`config.mk`:
```
export PLATFORM = sky130hd
export DESIGN_NAME = dbg_controller_flat
export DESIGN_NICKNAME = d
export VERILOG_FILES = /design/src/rtl/dbg_controller_if.sv /design/src/rtl/dbg_controller.sv /design/src/flat_wrapper.sv
export SDC_FILE = /design/constraint.sdc
export NUM_CORES = 1
export LEC_CHECK = 0
export BUFFER_PORTS_ARGS = -buffer_cell sky130_fd_sc_hd__buf_4
export CORE_MARGIN = 2
export CORE_UTILIZATION = 46
export CTS_CLUSTER_DIAMETER = 120
export CTS_CLUSTER_SIZE = 30
export DETAILED_ROUTE_END_ITERATION = 6
export GPL_TIMING_DRIVEN = 0
export PLACE_DENSITY = 0.92
export SLEW_MARGIN = 10
export SYNTH_ARGS = -nofsm -noshare
export SYNTH_HDL_FRONTEND = slang
export SYNTH_SLANG_ARGS = --single-unit
```
`constraint.sdc`:
```
create_clock -name clk -period 2.7 [get_ports clk]
set_clock_uncertainty 0.05 [all_clocks]
set_input_delay 0.54 -clock clk [delete_from_list [all_inputs] [get_ports clk]]
set_output_delay 0.54 -clock clk [all_outputs]
set_load 0.03 [all_outputs]
```
`src/rtl/dbg_controller_if.sv`:
```
// dbg_controller_if: command, CPU-control and bus signals of the debug controller.
interface dbg_controller_if;
  logic [3:0]  cmd;
  logic [31:0] addr;
  logic [31:0] d_in;
  logic        valid;
  logic        busy;
  logic [31:0] d_rd;
  logic        error;
  logic        cpu_pause;
  logic        cpu_paused;
  logic        cpu_reset;
  logic [31:0] bus_addr;
  logic [31:0] bus_wdata;
  logic [31:0] bus_rdata;
  logic        bus_sel;
  logic        bus_rd;
  logic        bus_wr;
  logic        bus_ack;
  modport slave (
    input  cmd, addr, d_in, valid, cpu_paused, bus_rdata, bus_ack,
    output busy, d_rd, error, cpu_pause, cpu_reset, bus_addr, bus_wdata, bus_sel, bus_rd, bus_wr
  );
  modport master (
    output cmd, addr, d_in, valid, cpu_paused, bus_rdata, bus_ack,
    input  busy, d_rd, error, cpu_pause, cpu_reset, bus_addr, bus_wdata, bus_sel, bus_rd, bus_wr
  );
endinterface

```
`src/rtl/dbg_controller.sv`:
```
// dbg_controller: executes debug commands (CPU pause/resume/reset, status, memory/register access).
// Define DBG_TIMEOUT_EN to bound PAUSE_WAIT/BUS_WAIT by TIMEOUT cycles.
module dbg_controller #(
  parameter int unsigned TIMEOUT = 255
) (
  input logic         clk,
  input logic         reset,
  dbg_controller_if.slave d
);
  typedef enum logic [2:0] {IDLE, PAUSE_WAIT, BUS_REQ, BUS_WAIT, DONE} state_t;
  state_t      state_q;
  logic        busy_q, error_q, pause_q, creset_q, rd_q, wr_q, sel_q, is_rd_q;
  logic [31:0] d_rd_q, baddr_q, bwdata_q;
  logic        is_reg, is_rd, expired;

  assign is_reg = d.cmd[3] | (d.cmd == 4'd7);
  assign is_rd  = (d.cmd == 4'd5) | (d.cmd == 4'd7);

`ifdef DBG_TIMEOUT_EN
  logic [15:0] cnt_q;
  always_ff @(posedge clk)
    cnt_q <= (reset || !(state_q inside {PAUSE_WAIT, BUS_WAIT})) ? '0 : cnt_q + 16'd1;
  assign expired = cnt_q == 16'(TIMEOUT - 1);
`else
  // TIMEOUT is never 0, so without the counter the waits never expire
  assign expired = TIMEOUT == 0;
`endif

  always_ff @(posedge clk) begin
    if (reset) begin
      state_q  <= IDLE;
      busy_q   <= 1'b0;
      error_q  <= 1'b0;
      pause_q  <= 1'b0;
      creset_q <= 1'b0;
      rd_q     <= 1'b0;
      wr_q     <= 1'b0;
      sel_q    <= 1'b0;
      is_rd_q  <= 1'b0;
      d_rd_q   <= '0;
      baddr_q  <= '0;
      bwdata_q <= '0;
    end else begin
      creset_q <= 1'b0;
      case (state_q)
        IDLE: if (d.valid) begin
          error_q <= 1'b0;
          busy_q  <= d.cmd != 4'd0;
          state_q <= DONE;
          case (d.cmd)
            4'd0: state_q <= IDLE;
            4'd1: begin
              pause_q <= 1'b1;
              if (!d.cpu_paused) state_q <= PAUSE_WAIT;
            end
            4'd2: pause_q <= 1'b0;
            4'd3: creset_q <= 1'b1;
            4'd4: d_rd_q <= {30'b0, d.cpu_paused, pause_q};
            4'd5, 4'd6, 4'd7, 4'd8: begin
              baddr_q  <= is_reg ? {27'b0, d.addr[4:0]} : d.addr;
              bwdata_q <= d.d_in;
              sel_q    <= is_reg;
              is_rd_q  <= is_rd;
              // strobe only when the CPU is halted; otherwise BUS_REQ flags the error
              rd_q     <= d.cpu_paused & is_rd;
              wr_q     <= d.cpu_paused & ~is_rd;
              state_q  <= BUS_REQ;
            end
            default: error_q <= 1'b1;
          endcase
        end
        PAUSE_WAIT: if (d.cpu_paused) state_q <= DONE;
          else if (expired) begin
            error_q <= 1'b1;
            state_q <= DONE;
          end
        BUS_REQ: begin
          rd_q <= 1'b0;
          wr_q <= 1'b0;
          if (!(rd_q | wr_q)) begin
            error_q <= 1'b1;
            state_q <= DONE;
          end else if (d.bus_ack) begin
            if (is_rd_q) d_rd_q <= d.bus_rdata;
            state_q <= DONE;
          end else state_q <= BUS_WAIT;
        end
        BUS_WAIT: if (d.bus_ack) begin
            if (is_rd_q) d_rd_q <= d.bus_rdata;
            state_q <= DONE;
          end else if (expired) begin
            error_q <= 1'b1;
            state_q <= DONE;
          end
        DONE: begin
          busy_q  <= 1'b0;
          state_q <= IDLE;
        end
        default: state_q <= IDLE;
      endcase
    end
  end

  assign d.busy      = busy_q;
  assign d.error     = error_q;
  assign d.d_rd      = d_rd_q;
  assign d.cpu_pause = pause_q;
  assign d.cpu_reset = creset_q;
  assign d.bus_addr  = baddr_q;
  assign d.bus_wdata = bwdata_q;
  assign d.bus_sel   = sel_q;
  assign d.bus_rd    = rd_q;
  assign d.bus_wr    = wr_q;
endmodule
```
`src/flat_wrapper.sv`:
```
// flat-port wrapper written by rule: the top's interface ports become plain ports
module dbg_controller_flat 
#(
  parameter int unsigned TIMEOUT = 255
)
  (clk, reset, d_cmd, d_addr, d_d_in, d_valid, d_cpu_paused, d_bus_rdata, d_bus_ack, d_busy, d_d_rd, d_error, d_cpu_pause, d_cpu_reset, d_bus_addr, d_bus_wdata, d_bus_sel, d_bus_rd, d_bus_wr);
  dbg_controller_if d_i ();
  input logic clk;
  input logic reset;
  input wire logic [$bits(d_i.cmd)-1:0] d_cmd;
  input wire logic [$bits(d_i.addr)-1:0] d_addr;
  input wire logic [$bits(d_i.d_in)-1:0] d_d_in;
  input wire logic [$bits(d_i.valid)-1:0] d_valid;
  input wire logic [$bits(d_i.cpu_paused)-1:0] d_cpu_paused;
  input wire logic [$bits(d_i.bus_rdata)-1:0] d_bus_rdata;
  input wire logic [$bits(d_i.bus_ack)-1:0] d_bus_ack;
  output wire logic [$bits(d_i.busy)-1:0] d_busy;
  output wire logic [$bits(d_i.d_rd)-1:0] d_d_rd;
  output wire logic [$bits(d_i.error)-1:0] d_error;
  output wire logic [$bits(d_i.cpu_pause)-1:0] d_cpu_pause;
  output wire logic [$bits(d_i.cpu_reset)-1:0] d_cpu_reset;
  output wire logic [$bits(d_i.bus_addr)-1:0] d_bus_addr;
  output wire logic [$bits(d_i.bus_wdata)-1:0] d_bus_wdata;
  output wire logic [$bits(d_i.bus_sel)-1:0] d_bus_sel;
  output wire logic [$bits(d_i.bus_rd)-1:0] d_bus_rd;
  output wire logic [$bits(d_i.bus_wr)-1:0] d_bus_wr;
  assign d_i.cmd = d_cmd;
  assign d_i.addr = d_addr;
  assign d_i.d_in = d_d_in;
  assign d_i.valid = d_valid;
  assign d_i.cpu_paused = d_cpu_paused;
  assign d_i.bus_rdata = d_bus_rdata;
  assign d_i.bus_ack = d_bus_ack;
  assign d_busy = d_i.busy;
  assign d_d_rd = d_i.d_rd;
  assign d_error = d_i.error;
  assign d_cpu_pause = d_i.cpu_pause;
  assign d_cpu_reset = d_i.cpu_reset;
  assign d_bus_addr = d_i.bus_addr;
  assign d_bus_wdata = d_i.bus_wdata;
  assign d_bus_sel = d_i.bus_sel;
  assign d_bus_rd = d_i.bus_rd;
  assign d_bus_wr = d_i.bus_wr;
  dbg_controller #(.TIMEOUT(TIMEOUT)) u_core (.clk(clk), .reset(reset), .d(d_i));
endmodule
```
==> metrics.md <==
| Metric | Value |
|---|---|
| Synth Area in Adders | `0%` |
| Slowest CP cell | `clkbuf_1` |
| # clock sinks | `107` |
| FF-to-FF setup slack | `0.41 ns` |
| Max cap viols | `0` |
| Hold Path Depth | `3` |
| Fin Setup TNS | `0 ns` |
| Post-synthesis cell type with the largest combined area | `dfxtp_1` |
| Post-synth cell types | `38` |
| Start point of the worst hold path | `d_bus_rdata[21]` |
| Synthesized net count | `623` |
| I/O Pins | `208` |
| CP required | `2.94 ns` |
| Largest net degree at the start of global routing | `21` |
| Via Count | `4562` |
| Reg2reg path depth | `7` |
| Layout Nets | `840` |
| Pre-antenna DRT Iters | `4` |
| CTS tree | `built` |
| Post-synth ARST share | `0%` |
| RSZ-0062 raised after global routing | `no` |
| CORE AREA | `0.00920 mm^2` |
| Final setup viols | `0` |
| Syn avg cell area | `8.38 um^2` |
| Clk root buf | `clkbuf_8` |
| Mux contribution to synthesized area | `8.07%` |
| Tightest Pin Transition | `0.583 ns` |
| HP Class | `input port to flip-flop` |
| Tcrit/Tclk final | `84.9%` |
| # DRC | `0` |
| Count of buffers from port buffering | `206` |
| Initial antenna violation count | `0` |
| Gr usage total | `25.1%` |
| Setup Buffers After CTS | `0` |
| Maximum root-to-sink buffer count | `2` |
| Clk Latency, worst-skew pair | `0.36 ns` |
| FILL cells | `743` |
| Non-Filler Instances | `851` |
| Routability cong. | `0.850` |
| First-pass GRT wire length | `20600 um` |
| Total CTS buffers | `9` |
| Largest family of logic cells by synthesized area | `compound AO/OA/AOI/OAI gates` |
| Diodes inserted | `0` |
| H-Tree Depth | `3` |
| #FFs+latches synth | `107` |
| Max Fclk | `436 MHz` |
| Share of the yosys chip area belonging to registers | `49.4%` |
| XOR/XNOR share of the synthesized area | `0.202%` |
| Resized cells post-CTS | `0` |
| Initial Util | `47.2%` |
| Multi-input logic area | `0.00194 mm^2` |
| Critical R2R Launch | `u_core.state_q[1]` |
| DP Cell Count | `835` |
| Final Util | `67.9%` |
| Die X | `101 um` |
| Max stage delay on crit path | `0.46 ns` |
| Clock transition at path regs | `0.11 ns` |
| P_leak | `2.54 nW` |
| Post-CTS Hold Buffers | `0` |
| Antenna Nets Post-Route | `0` |
| DIE AREA | `0.0102 mm^2` |
| Rel. slew slack | `61.2%` |
| Crit-path cells | `buf_2, nor3_1, and2_1, clkbuf_1, buf_1, nand3_1, a21oi_1` |
| Vias in the first global route | `4380` |
| P&R area growth vs syn | `43.8%` |
| Tmin final | `2.29 ns` |
| First DRT Iteration DRCs | `223` |
| Dpl hpwl | `10000 um` |
| Synth Flop Type | `dfxtp_1` |
| CP startpoint | `u_core.state_q[1]` |
| Type of the worst setup path | `flip-flop to flip-flop` |
| # rows | `35` |
| Yosys warnings | `0` |
| Share of cells above drive strength 1 | `31.8%` |
| Synth Cell Area | `0.00434 mm^2` |
| Simple-gate share of the synthesized area | `17.4%` |
| Crit path max fanout | `10` |
| Storage cell area | `0.00214 mm^2` |
| Max-slew violations | `0` |
| Total power | `3.23 mW` |
| Mapped Cells | `518` |
| Post-synth top area share | `49.4%` |
| Drt total wl | `13200 um` |
| Critical Path AT | `2.53 ns` |
| Critical Path End Type | `flip-flop` |
| Via-to-Cell Ratio | `5.36` |
| Outcome | `complete, no violations` |
| DR WL/cell | `15.5 um` |
| Synth area leaders | `dfxtp_1 (49%), a21oi_1 (8.9%), o21ai_0 (8.2%), mux2i_1 (8.1%), nand2_1 (8.0%)` |
| Power per cell area | `518 mW/mm^2` |
| Compound-cell area share of the yosys netlist | `19.2%` |
| Final hold slack | `0.363 ns` |
| Peak supply drop | `0.000330 V` |
| Die height | `101 um` |
| Startpoint types | `flip-flop` |
| Grt ovf | `0` |
| EDFF count, synth | `0` |
| Final hold vios | `0` |
## layout by cell type (no fill, tap or decap), types with 2 or more instances in the layout
cell,netlist,final
a211oi_1,3,3
a21oi_1,77,77
and2_1,3,3
buf_1,4,4
buf_2,2,2
buf_4,1,207
buf_6,7,7
clkbuf_1,36,36
clkbuf_8,0,9
clkinv_4,0,2
dfxtp_1,107,107
inv_1,2,2
inv_6,0,2
mux2i_1,35,35
nand2_1,92,92
nand3_1,40,40
nand4_1,2,2
nor2_1,7,7
nor2b_1,2,2
nor3_1,5,5
nor3b_1,2,2
o21ai_0,71,71
or3_1,2,2
## layer usage
| layer | vias to the layer above | wire [um] | GRT usage, % |
|---|---|---|---|
| met4 | 0 | 318 | 9.36 |
| met5 | - | 0 | 0 |
| met2 | 209 | 6540 | 43.5 |
| met3 | 28 | 1110 | 6.69 |
| met1 | 2096 | 5210 | 29.7 |
| li1 | 2229 | - | - |
## synth_stat cells (3+ instances only)
cell type,count
a211oi_1,3
a21oi_1,77
and2_1,3
buf_1,4
buf_6,7
clkbuf_1,36
dfxtp_1,107
mux2i_1,35
nand2_1,92
nand3_1,40
nor2_1,7
nor3_1,5
o21ai_0,71
## worst max-delay path: cells and delay by family (launching register included)
| family | cells | cell delay, ns |
|---|---|---|
| DFF | 1 | 0.33 |
| and+or+nand+nor | 3 | 0.64 |
| buffers and inverters | 3 | 1.04 |
| AOI/OAI and AO/OA | 1 | 0.16 |
## registers in the layout (all words and copies together), names as in the netlist
register and cells:
u_core.d.bus_wdata 32, u_core.d.cpu_reset 1, u_core.state_q 3, u_core.d.bus_sel 1, u_core.d.busy 1, u_core.d.error 1, u_core.d.bus_rd 1, u_core.d.bus_wr 1
u_core.d.d_rd 32, u_core.is_rd_q 1, u_core.d.cpu_pause 1, u_core.d.bus_addr 32
## final timing paths
path / to
max: u_core.d.bus_wdata[1]
min: u_core.d.d_rd[21]
max reg2reg: u_core.d.bus_wdata[1]
min reg2reg: u_core.d.d_rd[25]
## metrics by stage
stage / instance area (um^2) / setup WS [ns]
2_1_floorplan: 4340 / 0.575
3_3_place_gp: 6030 / 0.266
3_5_place_dp: 6030 / 0.146
4_1_cts: 6240 / 0.439
5_1_grt: 6240 / 0.289
6_report: 6240 / 0.407
## logic make-up after synthesis
logic type,count (synthesis)
AOI/OAI and AO/OA,159
xor gates and xnor gates,1
buffers and inverters,52
DFF,107
muxes,35
and+or+nand+nor,164
## where the power goes
group | switching (mW) | internal, mW
Sequential | 0.0216 | 1.62
Combinational | 0.318 | 0.233
Clock | 0.588 | 0.453
## layout make-up
cell class                      instances  area share (%)
Buffer                                 50            3.95
Inverter                                2           0.120
Tap cell                              111            2.22
Multi-Input combinational cell        359            31.1
Timing Repair Buffer                  206            24.8
Sequential cell                       107            34.3
Clock buffer                            9            1.98
Clock inverter                          7            1.48
(Power assumes the default switching activity.)
